<file path="src/rtl/pipeline_ctrl.sv">
// Stall/flush sequencer: merges stage stall requests and runs the
// exception/ERET freeze-then-flush handshake, with perf counters.
module pipeline_ctrl #(
  parameter logic [31:0] EXC_VECTOR = 32'hBFC00380,
  parameter int          CNT_W      = 32
) (
  input  logic             clk,
  input  logic             rst,
  input  logic             stallreq_if_i,
  input  logic             stallreq_id_i,
  input  logic             stallreq_of_i,
  input  logic             stallreq_ex_i,
  input  logic             stallreq_mem_i,
  input  logic             excp_valid_i,
  input  logic             excp_is_eret_i,
  input  logic [31:0]      cp0_epc_i,
  output logic [5:0]       stall_o,
  output logic             flush_o,
  output logic [31:0]      new_pc_o,
  output logic [CNT_W-1:0] stall_cycles_o,
  output logic [15:0]      flush_count_o,
  output logic [2:0]       last_cause_o
);

  typedef enum logic [1:0] {
    RUN,
    FREEZE,
    FLUSH
  } state_t;

  state_t      state;
  state_t      state_nxt;
  logic [31:0] target;
  logic [31:0] target_nxt;
  logic [5:0]  run_stall;
  logic [2:0]  run_cause;
  logic        any_req;

  assign any_req = stallreq_if_i | stallreq_id_i | stallreq_of_i |
                   stallreq_ex_i | stallreq_mem_i;

  // Deepest requesting stage wins: it freezes itself and everything upstream.
  always_comb begin
    run_stall = 6'b000000;
    run_cause = 3'd0;
    if (stallreq_mem_i) begin
      run_stall = 6'b111111;
      run_cause = 3'd5;
    end else if (stallreq_ex_i) begin
      run_stall = 6'b011111;
      run_cause = 3'd4;
    end else if (stallreq_of_i) begin
      run_stall = 6'b001111;
      run_cause = 3'd3;
    end else if (stallreq_id_i) begin
      run_stall = 6'b000111;
      run_cause = 3'd2;
    end else if (stallreq_if_i) begin
      run_stall = 6'b000011;
      run_cause = 3'd1;
    end
  end

  always_comb begin
    state_nxt  = state;
    target_nxt = target;
    stall_o    = 6'b000000;
    flush_o    = 1'b0;
    new_pc_o   = 32'd0;
    unique case (state)
      RUN: begin
        stall_o = run_stall;
        // A MEM stall defers acceptance; commit keeps excp_valid_i high.
        if (excp_valid_i && !stallreq_mem_i) begin
          state_nxt  = FREEZE;
          target_nxt = excp_is_eret_i ? cp0_epc_i : EXC_VECTOR;
        end
      end
      FREEZE: begin
        stall_o   = 6'b111111;
        state_nxt = FLUSH;
      end
      FLUSH: begin
        flush_o   = 1'b1;
        new_pc_o  = target;
        state_nxt = RUN;
      end
      default: state_nxt = RUN;
    endcase
  end

  always_ff @(posedge clk) begin
    if (rst) begin
      state          <= RUN;
      target         <= 32'd0;
      stall_cycles_o <= '0;
      flush_count_o  <= 16'd0;
      last_cause_o   <= 3'd0;
    end else begin
      state  <= state_nxt;
      target <= target_nxt;
      if (stall_o[0] && !(&stall_cycles_o))
        stall_cycles_o <= stall_cycles_o + CNT_W'(1);
      if (flush_o)
        flush_count_o <= flush_count_o + 16'd1;
      if (state == RUN && any_req)
        last_cause_o <= run_cause;
    end
  end

endmodule

</file>
<file path="config.mk">
export PLATFORM = sky130hd
export DESIGN_NAME = pipeline_ctrl
export DESIGN_NICKNAME = d
export VERILOG_FILES = /design/src/rtl/pipeline_ctrl.sv
export SDC_FILE = /design/constraint.sdc
export NUM_CORES = 1
export LEC_CHECK = 0
export BUFFER_PORTS_ARGS = -buffer_cell sky130_fd_sc_hd__buf_2
export CORE_UTILIZATION = 50
export CTS_CLUSTER_SIZE = 14
export DETAILED_ROUTE_END_ITERATION = 10
export GPL_ROUTABILITY_DRIVEN = 0
export PLACE_DENSITY = 0.79
export SYNTH_ARGS = -nofsm -noshare
export SYNTH_HDL_FRONTEND = slang
export SYNTH_SLANG_ARGS = --single-unit
</file>
<file path="constraint.sdc">
create_clock -name clk -period 2.3 [get_ports clk]
set_input_delay 0 -clock clk [delete_from_list [all_inputs] [get_ports clk]]
set_output_delay 0 -clock clk [all_outputs]
set_load 0.01 [all_outputs]
</file>
# Word-level counts from Yosys, hierarchy flattened
# Cells that the tools add are included.
# W data, S select, Z words.
# word_totals
elab_cells	38
input_bits	41
reg_bits	85
# op_classes
n_mux	16
n_addsub	2
n_eq_ne	3
n_reduce_logical	8
bitwise_logic	4
# ops
cell	count
$mux W32	2
$add A32 B1 Y32 const B	1
$reduce_and A32 Y1	1
$add A16 B1 Y16 const B	1
$pmux W6 S2	1
$mux W3	3
$mux W2	4
$mux W6	1
$mux W5	1
$mux W4	1
$or A1 B1 Y1	4
$pmux W2 S2	1
$logic_and A1 B1 Y1	3
$eq A2 B1 Y1 const B	1
$eq A2 B2 Y1 const B	1
$logic_not A1 Y1	2
$logic_not A2 Y1	1
$mux W1	2
$ne A2 B2 Y1 const B	1
$reduce_and A2 Y1	1

# Logic depth before layout (Yosys ltp)
# Gate-level depths: netlist of the first run.
# depth
depth_word	7
mapped_depth	7

# Worst setup path before layout of the first run
# No wires, ideal clock.
# synth_path
path_kind	reg-to-reg
start	register stall_cycles_o[0]
end	register stall_cycles_o[22]
period_less_slack_ns	2.028
path_stages_with_launch	8
arrival_time_ns	1.900
slack_ns	0.272
cell_sequence	dfxtp_1 > ha_1 > nand4_1 > or4_4 > buf_6 > or4_1 > xor2_1 > nor2_1
# synth_via
elab_chain_len	3
word_cells_on_any_way	4
# synth_lines
element	line	rtl
start, declared	20	output logic [CNT_W-1:0] stall_cycles_o,
start signal, assigned	103	stall_cycles_o <= stall_cycles_o + CNT_W'(1);
branches (longest 3 deep; another with $add A32 B1 Y32)	--	
# Several ways; the timed one is not identified.
# A chain may end at the register's enable or synchronous reset.

# Worst setup path after layout of the first run
# layout_path
start	register stall_cycles_o[21]
end	register stall_cycles_o[5]
# layout_via
elab_chain_len	3
# layout_lines
element	line	rtl
$reduce_and A32 Y1	102	if (stall_o[0] && !(&stall_cycles_o))
$logic_not A1 Y1	102	
$logic_and A1 B1 Y1	102	
# Every way passes these cells.

==> results of run 1 <==
## flip-flops by register name (all words and copies together), names as in the netlist
register and flops:
state 2, stall_cycles_o 32, last_cause_o 3, target 32, flush_count_o 16
## cell usage in the layout (no fill, tap or decap), drive strengths merged, types with 14 or more instances in the layout
cell type      n
dlygate4sd3   34
dfxtp         85
buf          147
inv           19
nand4         18
nor2          62
and2          33
xor2          24
a21oi         17
o21ai         14
a22o          20
## stage by stage
stage	utilization, %	worst slack [ps]	hold WS (ps)	std cells
after floorplan	-	272	79.1	439
after global placement	63.4	286	200	657
after detailed placement	63.4	219	201	657
after CTS	70.6	194	23.4	707
after global routing	70.6	24.1	65.9	707
final	70.6	164	44.1	707
## timing repair
| action | in CTS | in global routing |
|---|---|---|
| hold endpoints to repair | 34 | 0 |
| hold buffers | 34 | 0 |
| buffers inserted | 0 | 0 |
## area by class of cell
cell class,count,area [um2],area share [%]
flip-flops and latches,85,1700,32.7
well taps,99,124,2.38
inverters,19,71.3,1.37
clock buffers,11,131,2.52
repair buffers,181,1120,21.5
multi-input cells,307,2000,38.4
clock inverters,5,61.3,1.18
## power by group through the flow
| stage | clock network (mW) | logic (mW) | registers (mW) |
|---|---|---|---|
| 6_report | 1.03 | 0.255 | 1.53 |
| 5_1_grt | 1.12 | 0.278 | 1.54 |
| 4_1_cts | 1.05 | 0.248 | 1.53 |
| 3_5_place_dp | 0 | 0.204 | 1.57 |
| 3_3_place_gp | 0 | 0.198 | 1.56 |
| 2_1_floorplan | 0 | 0.115 | 1.57 |
## cell families (layout without fill, tap and decap cells)
family | count (synthesis) | in the layout | share of synthesized area (%)
simple gates | 183 | 183 | 25.7
compound gates | 86 | 86 | 16.6
flops | 85 | 85 | 43.8
buf+inv | 47 | 216 | 5.12
xor+xnor | 34 | 34 | 7.66
fa+ha+maj | 2 | 2 | 0.644
mux | 2 | 2 | 0.515
## cell usage after synthesis (4+ instances only)
master,number
a21oi_1,17
a22o_1,20
a311oi_1,13
and2_1,33
and3_1,5
and4_1,4
buf_2,5
clkbuf_1,18
dfxtp_1,85
inv_1,19
nand2_1,13
nand3_1,10
nand4_1,16
nor2_1,62
nor3_1,5
nor4_1,4
o211ai_1,7
o21ai_0,14
or3_1,11
or4_1,5
xnor2_1,10
xor2_1,24
## routing by layer
| layer | track usage, % | vias up |
|---|---|---|
| met3 | 5.84 | 12 |
| met1 | 31.4 | 1824 |
| met2 | 45.0 | 132 |
| met4 | 8.74 | 0 |
| met5 | 0 | - |
| li1 | - | 1885 |
## critical path, stage by stage, from the launching register on
cell,delay [ps]
dfxtp_1,450
nand3_1,220
or4_1,580
buf_4,220
o211ai_1,290
xor2_1,180
nor2_1,50
## how the worst max path moves through the flow
| stage | from | to | slack [ps] |
|---|---|---|---|
| after global placement | stall_cycles_o[0]$_SDFFE_PP0P_ | stall_cycles_o[22]$_SDFFE_PP0P_ | 290 |
| after global routing | stall_cycles_o[21]$_SDFFE_PP0P_ | stall_cycles_o[31]$_SDFFE_PP0P_ | 20 |
| after detailed placement | stall_cycles_o[0]$_SDFFE_PP0P_ | stall_cycles_o[27]$_SDFFE_PP0P_ | 220 |
| after floorplan | stall_cycles_o[0]$_SDFFE_PP0P_ | stall_cycles_o[22]$_SDFFE_PP0P_ | 270 |
| final | stall_cycles_o[21]$_SDFFE_PP0P_ | stall_cycles_o[5]$_SDFFE_PP0P_ | 160 |
| after CTS | stall_cycles_o[0]$_SDFFE_PP0P_ | stall_cycles_o[27]$_SDFFE_PP0P_ | 190 |
==> results by group, run 1 <==
Pwr
  – Total power: 2.82 mW
  – Internal: 2.14 mW
  – Psw: 0.682 mW
  – Worst VDD drop: 0.347 mV
  – Seq pwr share: 54.4%
  – Combinational Power Share: 9.1%
  – PD cells: 542 nW/um2
  – Switching share of power: 24.2%
  – Share of total power in the clock network: 36.6%
  – LEAKAGE: 2.30 nW

GRT
  – Largest net degree at the start of global routing: 65
  – GRT Util Overall: 25.9%
  – First-pass GRT wire length: 17.2 mm
  – GR Overflow Total: 0
  – Vias in the first global route: 3645
  – Initial antenna violation count: 0

Critical path
  – Worst-path fanout max: 15
  – Critical Path RT: 2490 ps
  – Critical path launch point type: register
  – Kind of critical path: reg -> reg
  – Flop-to-flop setup slack: 160 ps
  – Cells on worst reg2reg path: 6
  – Worst setup EP type: register
  – Worst EP arrival: 2330 ps
  – R2R Path Start: stall_cycles_o[21]$_SDFFE_PP0P_
  – Crit Reg-Reg Endpoint: stall_cycles_o[5]$_SDFFE_PP0P_

Worst hold path
  – Hold_sp: stallreq_mem_i
  – Cells on Worst Hold Path: 3
  – Hold Path Sink: last_cause_o[0]$_SDFFE_PP0P_
  – Hold Path Class: in -> reg

Layout
  – N_diodes: 0
  – Synthesis-to-finish area growth: 33.9%
  – Final Instance Area: 5200 um2
  – Final #Nets: 646
  – Share of cells above drive strength 1: 28.3%
  – Number of fill cells: 585

Synthesis
  – Ys flop type: dfxtp_1
  – Syn Inst Count: 439
  – Synthesized cell area: 3890 um2
  – Yosys cell types: 49
  – Largest cells by area after synthesis: dfxtp_1, nor2_1, xor2_1
  – Number of synthesized flops with an enable pin: 0
  – Yosys warning total: 0
  – Synthesized flop and latch total: 85
  – Synth area leader: dfxtp_1
  – Syn_area_per_cell: 8.85 um2
  – Seq/Total Area, Yosys: 43.8%
  – Syn nets: 482
  – Top-area cell type share of the netlist area: 43.8%
  – Asr flop ratio synth: 0%

Clock tree
  – Clock latency at the later pin of the worst-skew pair: 340 ps
  – Clock-pin slew on the worst setup and hold paths: 100 ps
  – PostCTS Resize Cnt: 0
  – Total clock sinks: 85
  – CTS Root Cell: clkbuf_8
  – CTS tree: done
  – CTS Buf Count: 9
  – H-tree levels: 3
  – Max Buffers Root-to-Sink: 2

Status
  – Status: complete, no violations

Route
  – WL met1: 4.64 mm
  – Drt total wl: 10.6 mm
  – Vias per cell: 5.45
  – Routed wl met3: 686 um
  – Detail Route met2 WL: 5.13 mm
  – Router iterations before antenna repair: 4
  – Initial DRC count: 191
  – DR vias: 3853
  – Drt wl/cell: 14.9 um
  – Top Metal Used: met4
  – Antenna Violating Nets Remaining: 0
  – # DRC: 0

Floorplanning
  – Die Y: 90.2 um
  – Row count: 31
  – Area of the die: 8130 um2
  – Starting density of the core: 52.7%
  – Die span in x: 90.2 um
  – I/O pin count: 131
  – Core box area: 7370 um2

STA
  – Max_slew headroom: 12.2%
  – RSZ-0062 raised after global routing: false
  – Fin crit period: 2140 ps
  – Setup TNS: 0 ps
  – Clock Skews: 21.6 ps
  – Count of pins over their slew limit: 0
  – Worst Tran Pin Value: 1310 ps
  – Achievable clock frequency: 0.468 GHz
  – Final Setup Violations: 0
  – Hold Violations, Final: 0
  – Final Cycle Share: 92.9%

Placement
  – Detailed Place HPWL: 6.90 mm
  – IO Port Bufs: 130
  – Post-DP Area: 4670 um2

Job
  – Max-cap violations: 0
Power figures use the tool's default switching activity.
==> run 2, diff against run 1 <==
--- a/config.mk
+++ b/config.mk
@@ -5,12 +5,14 @@
 export SDC_FILE = /design/constraint.sdc
 export NUM_CORES = 1
 export LEC_CHECK = 0
+export ABC_AREA = 1
 export BUFFER_PORTS_ARGS = -buffer_cell sky130_fd_sc_hd__buf_2
-export CORE_UTILIZATION = 50
+export CAP_MARGIN = 5
+export CORE_UTILIZATION = 52
 export CTS_CLUSTER_SIZE = 14
 export DETAILED_ROUTE_END_ITERATION = 10
 export GPL_ROUTABILITY_DRIVEN = 0
-export PLACE_DENSITY = 0.79
+export PLACE_DENSITY = 0.8
 export SYNTH_ARGS = -nofsm -noshare
 export SYNTH_HDL_FRONTEND = slang
 export SYNTH_SLANG_ARGS = --single-unit
==> results by group, run 2 <==
Clock tree
  – CTS Hold Bufs: 33 (was 34)
  – CTS tree: done (unchanged)
  – Clock latency at the later pin of the worst-skew pair: 360 ps (was 340 ps)
  – Number of setup buffers added after CTS: 0 (unchanged)
  – Total clock sinks: 85 (unchanged)
  – CTS Buf Count: 9 (unchanged)
  – PostCTS Resize Cnt: 0 (unchanged)
  – H-tree levels: 3 (unchanged)
  – Clock-pin slew on the worst setup and hold paths: 80 ps (was 100 ps)
  – CTS Root Cell: clkbuf_8 (unchanged)
  – Max Buffers Root-to-Sink: 2 (unchanged)

Synthesis
  – Synth area leader: dfxtp_1 (unchanged)
  – Post-synthesis compound-gate area fraction: 10.8% (was 16.6%)
  – Seq/Total Area, Yosys: 37.8% (was 43.8%)
  – Synthesized cell area: 4500 um2 (was 3890 um2)
  – Largest family of logic cells by synthesized area: simple AND/OR/NAND/NOR gates (unchanged)
  – Count leader, synth: nand2_1 (was dfxtp_1)
  – Largest cells by area after synthesis: dfxtp_1, nand2_1, nor2_1 (was dfxtp_1, nor2_1, xor2_1)
  – Yosys cell types: 32 (was 49)
  – Syn Inst Count: 682 (was 439)
  – Number of synthesized flops with an enable pin: 0 (unchanged)
  – Mux cell area share after synthesis: 0% (was 0.515%)
  – Simple-gate portion of the synthesized area: 36.7% (was 25.7%)
  – Syn nets: 725 (was 482)
  – Post-synth top cells: nand2_1, nor2_1, dfxtp_1 (was dfxtp_1, nor2_1, and2_1)
  – Synthesized flop and latch total: 85 (unchanged)
  – Yosys warning total: 0 (unchanged)
  – Asr flop ratio synth: 0% (unchanged)
  – Post-Synth XOR/XNOR Area: 4.28% (was 7.66%)
  – Top-area cell type share of the netlist area: 37.8% (was 43.8%)
  – Post-synthesis adder-cell area fraction: 0.556% (was 0.644%)
  – Ys flop type: dfxtp_1 (unchanged)
  – Syn_area_per_cell: 6.60 um2 (was 8.85 um2)

Floorplanning
  – Area of the die: 9030 um2 (was 8130 um2)
  – Row count: 33 (was 31)
  – Die Y: 95.0 um (was 90.2 um)
  – Starting density of the core: 54.2% (was 52.7%)
  – I/O pin count: 131 (unchanged)
  – Die span in x: 95.0 um (was 90.2 um)
  – Core box area: 8300 um2 (was 7370 um2)

Critical path
  – Kind of critical path: reg -> out (was reg -> reg)
  – Critical Path RT: 2300 ps (was 2490 ps)
  – Worst setup EP type: output port (was register)
  – Worst EP arrival: 1950 ps (was 2330 ps)
  – Worst-path fanout max: 40 (was 15)
  – Critical path launch point type: register (unchanged)

STA
  – Final Setup Violations: 0 (unchanged)
  – Max_slew headroom: 55.2% (was 12.2%)
  – Count of pins over their slew limit: 0 (unchanged)
  – Achievable clock frequency: 0.513 GHz (was 0.468 GHz)
  – Hold Violations, Final: 0 (unchanged)
  – Setup TNS: 0 ps (unchanged)
  – Fin crit period: 1950 ps (was 2140 ps)
  – Final Cycle Share: 84.8% (was 92.9%)
  – Worst Tran Pin Value: 672 ps (was 1310 ps)
  – RSZ-0062 raised after global routing: false (unchanged)
  – Clock Skews: 11.8 ps (was 21.6 ps)

Route
  – Initial DRC count: 183 (was 191)
  – Router iterations before antenna repair: 7 (was 4)
  – # DRC: 0 (unchanged)
  – Drt total wl: 12.7 mm (was 10.6 mm)
  – Vias per cell: 5.21 (was 5.45)
  – Drt wl/cell: 13.4 um (was 14.9 um)
  – Antenna Violating Nets Remaining: 0 (unchanged)
  – DR vias: 4930 (was 3853)

Layout
  – Most frequent cells in the layout: nand2_1, buf_2, nor2_1 (was buf_2, dfxtp_1, nor2_1)
  – Final Instance Area: 5730 um2 (was 5200 um2)
  – Final #Nets: 879 (was 646)
  – Share of cells above drive strength 1: 20.2% (was 28.3%)
  – Synthesis-to-finish area growth: 27.4% (was 33.9%)
  – Number of fill cells: 697 (was 585)
  – N_diodes: 0 (unchanged)
  – Commonest non-fill, non-tap cell in the layout: nand2_1 (was buf_2)
  – Largest regs: stall_cycles_o: 32 flops, target: 32 flops, flush_count_o: 16 flops (unchanged)

Placement
  – Detailed Place HPWL: 8.49 mm (was 6.90 mm)
  – Post-DP Area: 5200 um2 (was 4670 um2)
  – IO Port Bufs: 130 (unchanged)

GRT
  – Initial antenna violation count: 0 (unchanged)
  – Largest net degree at the start of global routing: 41 (was 65)
  – Vias in the first global route: 4497 (was 3645)
  – GR Overflow Total: 0 (unchanged)
  – GRT Util Overall: 29.3% (was 25.9%)
  – First-pass GRT wire length: 20.7 mm (was 17.2 mm)

Worst hold path
  – Hold Path Class: in -> reg (unchanged)

Job
  – Max-cap violations: 0 (unchanged)

Pwr
  – PD cells: 510 nW/um2 (was 542 nW/um2)
  – Total power: 2.92 mW (was 2.82 mW)
  – Worst VDD drop: 0.431 mV (was 0.347 mV)
  – LEAKAGE: 2.42 nW (was 2.30 nW)

Status
  – Status: complete, no violations (unchanged)
[run 2: changes by cell type after synthesis, moves of 9 or more]
cell | before | now
inv_1 | 19 | 77
nor3_1 | 5 | 21
nor2_1 | 62 | 120
a22o_1 | 20 | 0
a21oi_1 | 17 | 37
and2_1 | 33 | 1
a211oi_1 | 3 | 12
nand2_1 | 13 | 175
a311oi_1 | 13 | 0
nand3_1 | 10 | 42
o31ai_1 | 2 | 20
xor2_1 | 24 | 13
or3_1 | 11 | 0
[run 2: worst paths after layout]
| path | from | to | slack (ps) | depth (start not counted) |
|---|---|---|---|---|
| max | state[1]$_SDFFE_PP0P_ | new_pc_o[0] | 350 | 7 |
| min | rst | state[1]$_SDFFE_PP0P_ | 20 | 2 |
| max reg2reg | stall_cycles_o[0]$_SDFFE_PP0P_ | stall_cycles_o[19]$_SDFFE_PP0P_ | 410 | 10 |
| min reg2reg | target[25]$_SDFFE_PP0P_ | target[25]$_SDFFE_PP0P_ | 470 | 2 |
[run 2: final cells by class]
cell class              count  area, um2  area share (%)
clock inverters             5       60.1            1.05
inverters                  80        303            5.28
multi-input cells         489       2350            41.1
well taps                 105        131            2.29
flip-flops and latches     85       1700            29.7
clock buffers              11        141            2.47
repair buffers            171       1040            18.2
[run 2: layer usage]
layer | track usage, % | wire length [um] | up-vias
met5 | 0 | 0 | -
met4 | 14.0 | 313 | 0
met3 | 5.74 | 857 | 28
met2 | 50.0 | 6200 | 202
met1 | 35.2 | 5280 | 2231
li1 | - | - | 2469
[run 2: through the flow]
stage                     hold slack (ps)  util, %  setup WS [ps]  std cells
after floorplan                       144        -            590        682
after global placement                228     62.7            501        897
after detailed placement              235     62.7            429        897
after CTS                            14.9     69.1            392        946
after global routing                 29.8     69.1            206        946
final                                23.8     69.1            350        946
[run 2: worst max-delay path, cell delays in order (launching register included)]
cell and delay [ps]:
dfxtp_1 400, inv_1 90, nor2_1 220, buf_4 220
inv_1 50, buf_4 250, nor2_1 180, buf_2 170
[run 2: kinds of logic after synthesis]
family / after synthesis
and+or+nand+nor: 385
buffers and inverters: 108
DFF: 85
AOI/OAI and AO/OA: 80
xor gates and xnor gates: 22
adders and majority gates: 2
[run 2: power breakdown]
part | total (mW) | switching, mW | internal [mW]
Combinational | 0.298 | 0.178 | 0.120
Clock | 1.09 | 0.560 | 0.534
Sequential | 1.53 | 0.0185 | 1.51
==> run 3, diff against run 2 <==
==> constraint.sdc (replaced) <==
create_clock -name clk -period 2 [get_ports clk]
set_input_delay 0 -clock clk [delete_from_list [all_inputs] [get_ports clk]]
set_output_delay 0 -clock clk [all_outputs]
set_load 0.01 [all_outputs]
==> results by group, run 3 (synthesis gave the netlist of run 2 again) <==
STA
  – RSZ-0062 raised after global routing: false (unchanged)
  – Final Setup Violations: 0 (unchanged)
  – Worst Tran Pin Value: 653 ps (was 672 ps)
  – Setup ws final: 172 ps (was 350 ps)
  – Final Cycle Share: 91.4%
  – Max_slew headroom: 56.4% (was 55.2%)
  – Count of pins over their slew limit: 0 (unchanged)
  – Hold Violations, Final: 0 (unchanged)
  – Achievable clock frequency: 0.547 GHz
  – Setup TNS: 0 ps (unchanged)
  – Fin crit period: 1830 ps
  – Clock Skews: 14.1 ps (was 11.8 ps)

Route
  – DR vias: 5104 (was 4930)
  – Drt total wl: 13.1 mm (was 12.7 mm)
  – # DRC: 0 (unchanged)
  – Vias per cell: 5.33 (was 5.21)
  – Antenna Violating Nets Remaining: 0 (unchanged)
  – Drt wl/cell: 13.7 um (was 13.4 um)
  – Initial DRC count: 268 (was 183)
  – Router iterations before antenna repair: 5 (was 7)

Critical path
  – Worst setup EP type: register (was output port)
  – Worst-path fanout max: 10 (was 40)
  – Cells on worst reg2reg path: 9 (was 10)
  – Critical Path RT: 2280 ps (was 2300 ps)
  – Critical path launch point type: register (unchanged)
  – Kind of critical path: reg -> reg (was reg -> out)
  – Worst EP arrival: 2110 ps (was 1950 ps)

Layout
  – Largest regs: stall_cycles_o: 32 flops, target: 32 flops, flush_count_o: 16 flops (unchanged)
  – Final #Nets: 890 (was 879)
  – Share of cells above drive strength 1: 21.2% (was 20.2%)
  – N_diodes: 0 (unchanged)
  – Register area: 1700 um2 (about the same)
  – Commonest non-fill, non-tap cell in the layout: nand2_1 (unchanged)
  – Area of the multi-input gates: 2360 um2 (was 2350 um2)
  – Layout Cells excl Fill: 957 (was 946)
  – Synthesis-to-finish area growth: 30.0% (was 27.4%)
  – Most frequent cells in the layout: nand2_1, buf_2, nor2_1 (unchanged)
  – Number of fill cells: 673 (was 697)

Clock tree
  – Clock-pin slew on the worst setup and hold paths: 90 ps (was 80 ps)
  – Max Buffers Root-to-Sink: 2 (unchanged)
  – Total clock sinks: 85 (unchanged)
  – Clock latency at the later pin of the worst-skew pair: 360 ps (about the same)
  – H-tree levels: 3 (unchanged)
  – CTS Buf Count: 9 (unchanged)
  – CTS Root Cell: clkbuf_8 (unchanged)
  – CTS tree: done (unchanged)

Pwr
  – Worst VDD drop: 0.396 mV (was 0.431 mV)
  – LEAKAGE: 2.48 nW (was 2.42 nW)
  – PD cells: 598 nW/um2 (was 510 nW/um2)

Placement
  – Inst Count DP: 904 (was 897)
  – IO Port Bufs: 130 (unchanged)
  – Dpl ws: 135 ps (was 429 ps)
  – Detailed Place HPWL: 8.70 mm (was 8.49 mm)

GRT
  – GRT Util Overall: 30.0% (was 29.3%)
  – Initial antenna violation count: 0 (unchanged)
  – Largest net degree at the start of global routing: 29 (was 41)
  – Vias in the first global route: 4745 (was 4497)
  – First-pass GRT wire length: 21.2 mm (was 20.7 mm)
  – GR Overflow Total: 0 (unchanged)

Floorplanning
  – I/O pin count: 131 (unchanged)
  – Core box area: 8300 um2 (unchanged)
  – Row count: 33 (unchanged)
  – Die Y: 95.0 um (unchanged)
  – Starting density of the core: 54.2% (unchanged)
  – Die span in x: 95.0 um (unchanged)
  – Area of the die: 9030 um2 (unchanged)

Worst hold path
  – Cells on Worst Hold Path: 4 (was 2)
  – Hold Path Class: in -> reg (unchanged)

Status
  – Status: complete, no violations (unchanged)

Job
  – Max-cap violations: 0 (unchanged)
## run 3: changes by cell type in the layout (fill, tap and decap cells not counted), sizes merged
cell	previous run	this run
dlygate4sd3	33	35
clkinv	4	2
nand2	181	182
bufinv	1	2
buf	138	146
clkinvlp	1	2
## run 3: per-stage QoR
stage	hold slack [ps]	total power, mW	util [%]	cell area [um2]
2_1_floorplan	144	1.98	-	4500
3_3_place_gp	229	2.07	63.3	5250
3_5_place_dp	236	2.08	63.3	5250
4_1_cts	23.1	3.49	70.2	5830
5_1_grt	28.3	3.62	70.5	5850
6_report	25.3	3.50	70.5	5850
## run 3: worst max-delay path: stages, from the launching register on
cell	delay (ps)
dfxtp_1	470
nand2_1	120
nor2_1	150
nand2_1	110
nor2_2	200
nand2_4	150
nand2_8	150
buf_4	170
nand2_1	60
a21oi_1	170
## run 3: layer usage
metal,up-vias,track usage (%),wire length [um]
li1,2482,-,-
met1,2351,35.1,5320
met5,-,0,0
met2,225,51.9,6370
met4,0,16.2,536
met3,46,5.26,916
## run 3: where the power goes
group / internal (mW) / switching (mW) / leakage (nW)
registers: 1.74 / 0.0219 / 0.690
clock network: 0.741 / 0.643 / 0.106
logic: 0.145 / 0.211 / 1.68
total: 2.62 / 0.876 / 2.48
## run 3: cell type report
class / count / area share [%]
multi-input combinational: 490 / 40.4
sequential: 85 / 29.1
timing repair buffer: 181 / 19.2
inverter: 80 / 5.18
clock buffer: 11 / 2.42
tap: 105 / 2.25
clock inverter: 5 / 1.43
## run 3: timing repair
item                       in CTS  in global routing
gates resized for setup         0                  2
hold endpoints to repair       36                  0
hold buffers                   35                  0
setup endpoints to repair       0                 13
setup buffers                   0                  1
## run 3: worst paths after layout
check,from,end,slack (ps)
max,stall_cycles_o[26]$_SDFFE_PP0P_,stall_cycles_o[11]$_SDFFE_PP0P_,170
min,stallreq_ex_i,last_cause_o[1]$_SDFFE_PP0P_,30
max reg2reg,stall_cycles_o[26]$_SDFFE_PP0P_,stall_cycles_o[11]$_SDFFE_PP0P_,170
min reg2reg,last_cause_o[2]$_SDFFE_PP0P_,last_cause_o[2]$_SDFFE_PP0P_,470
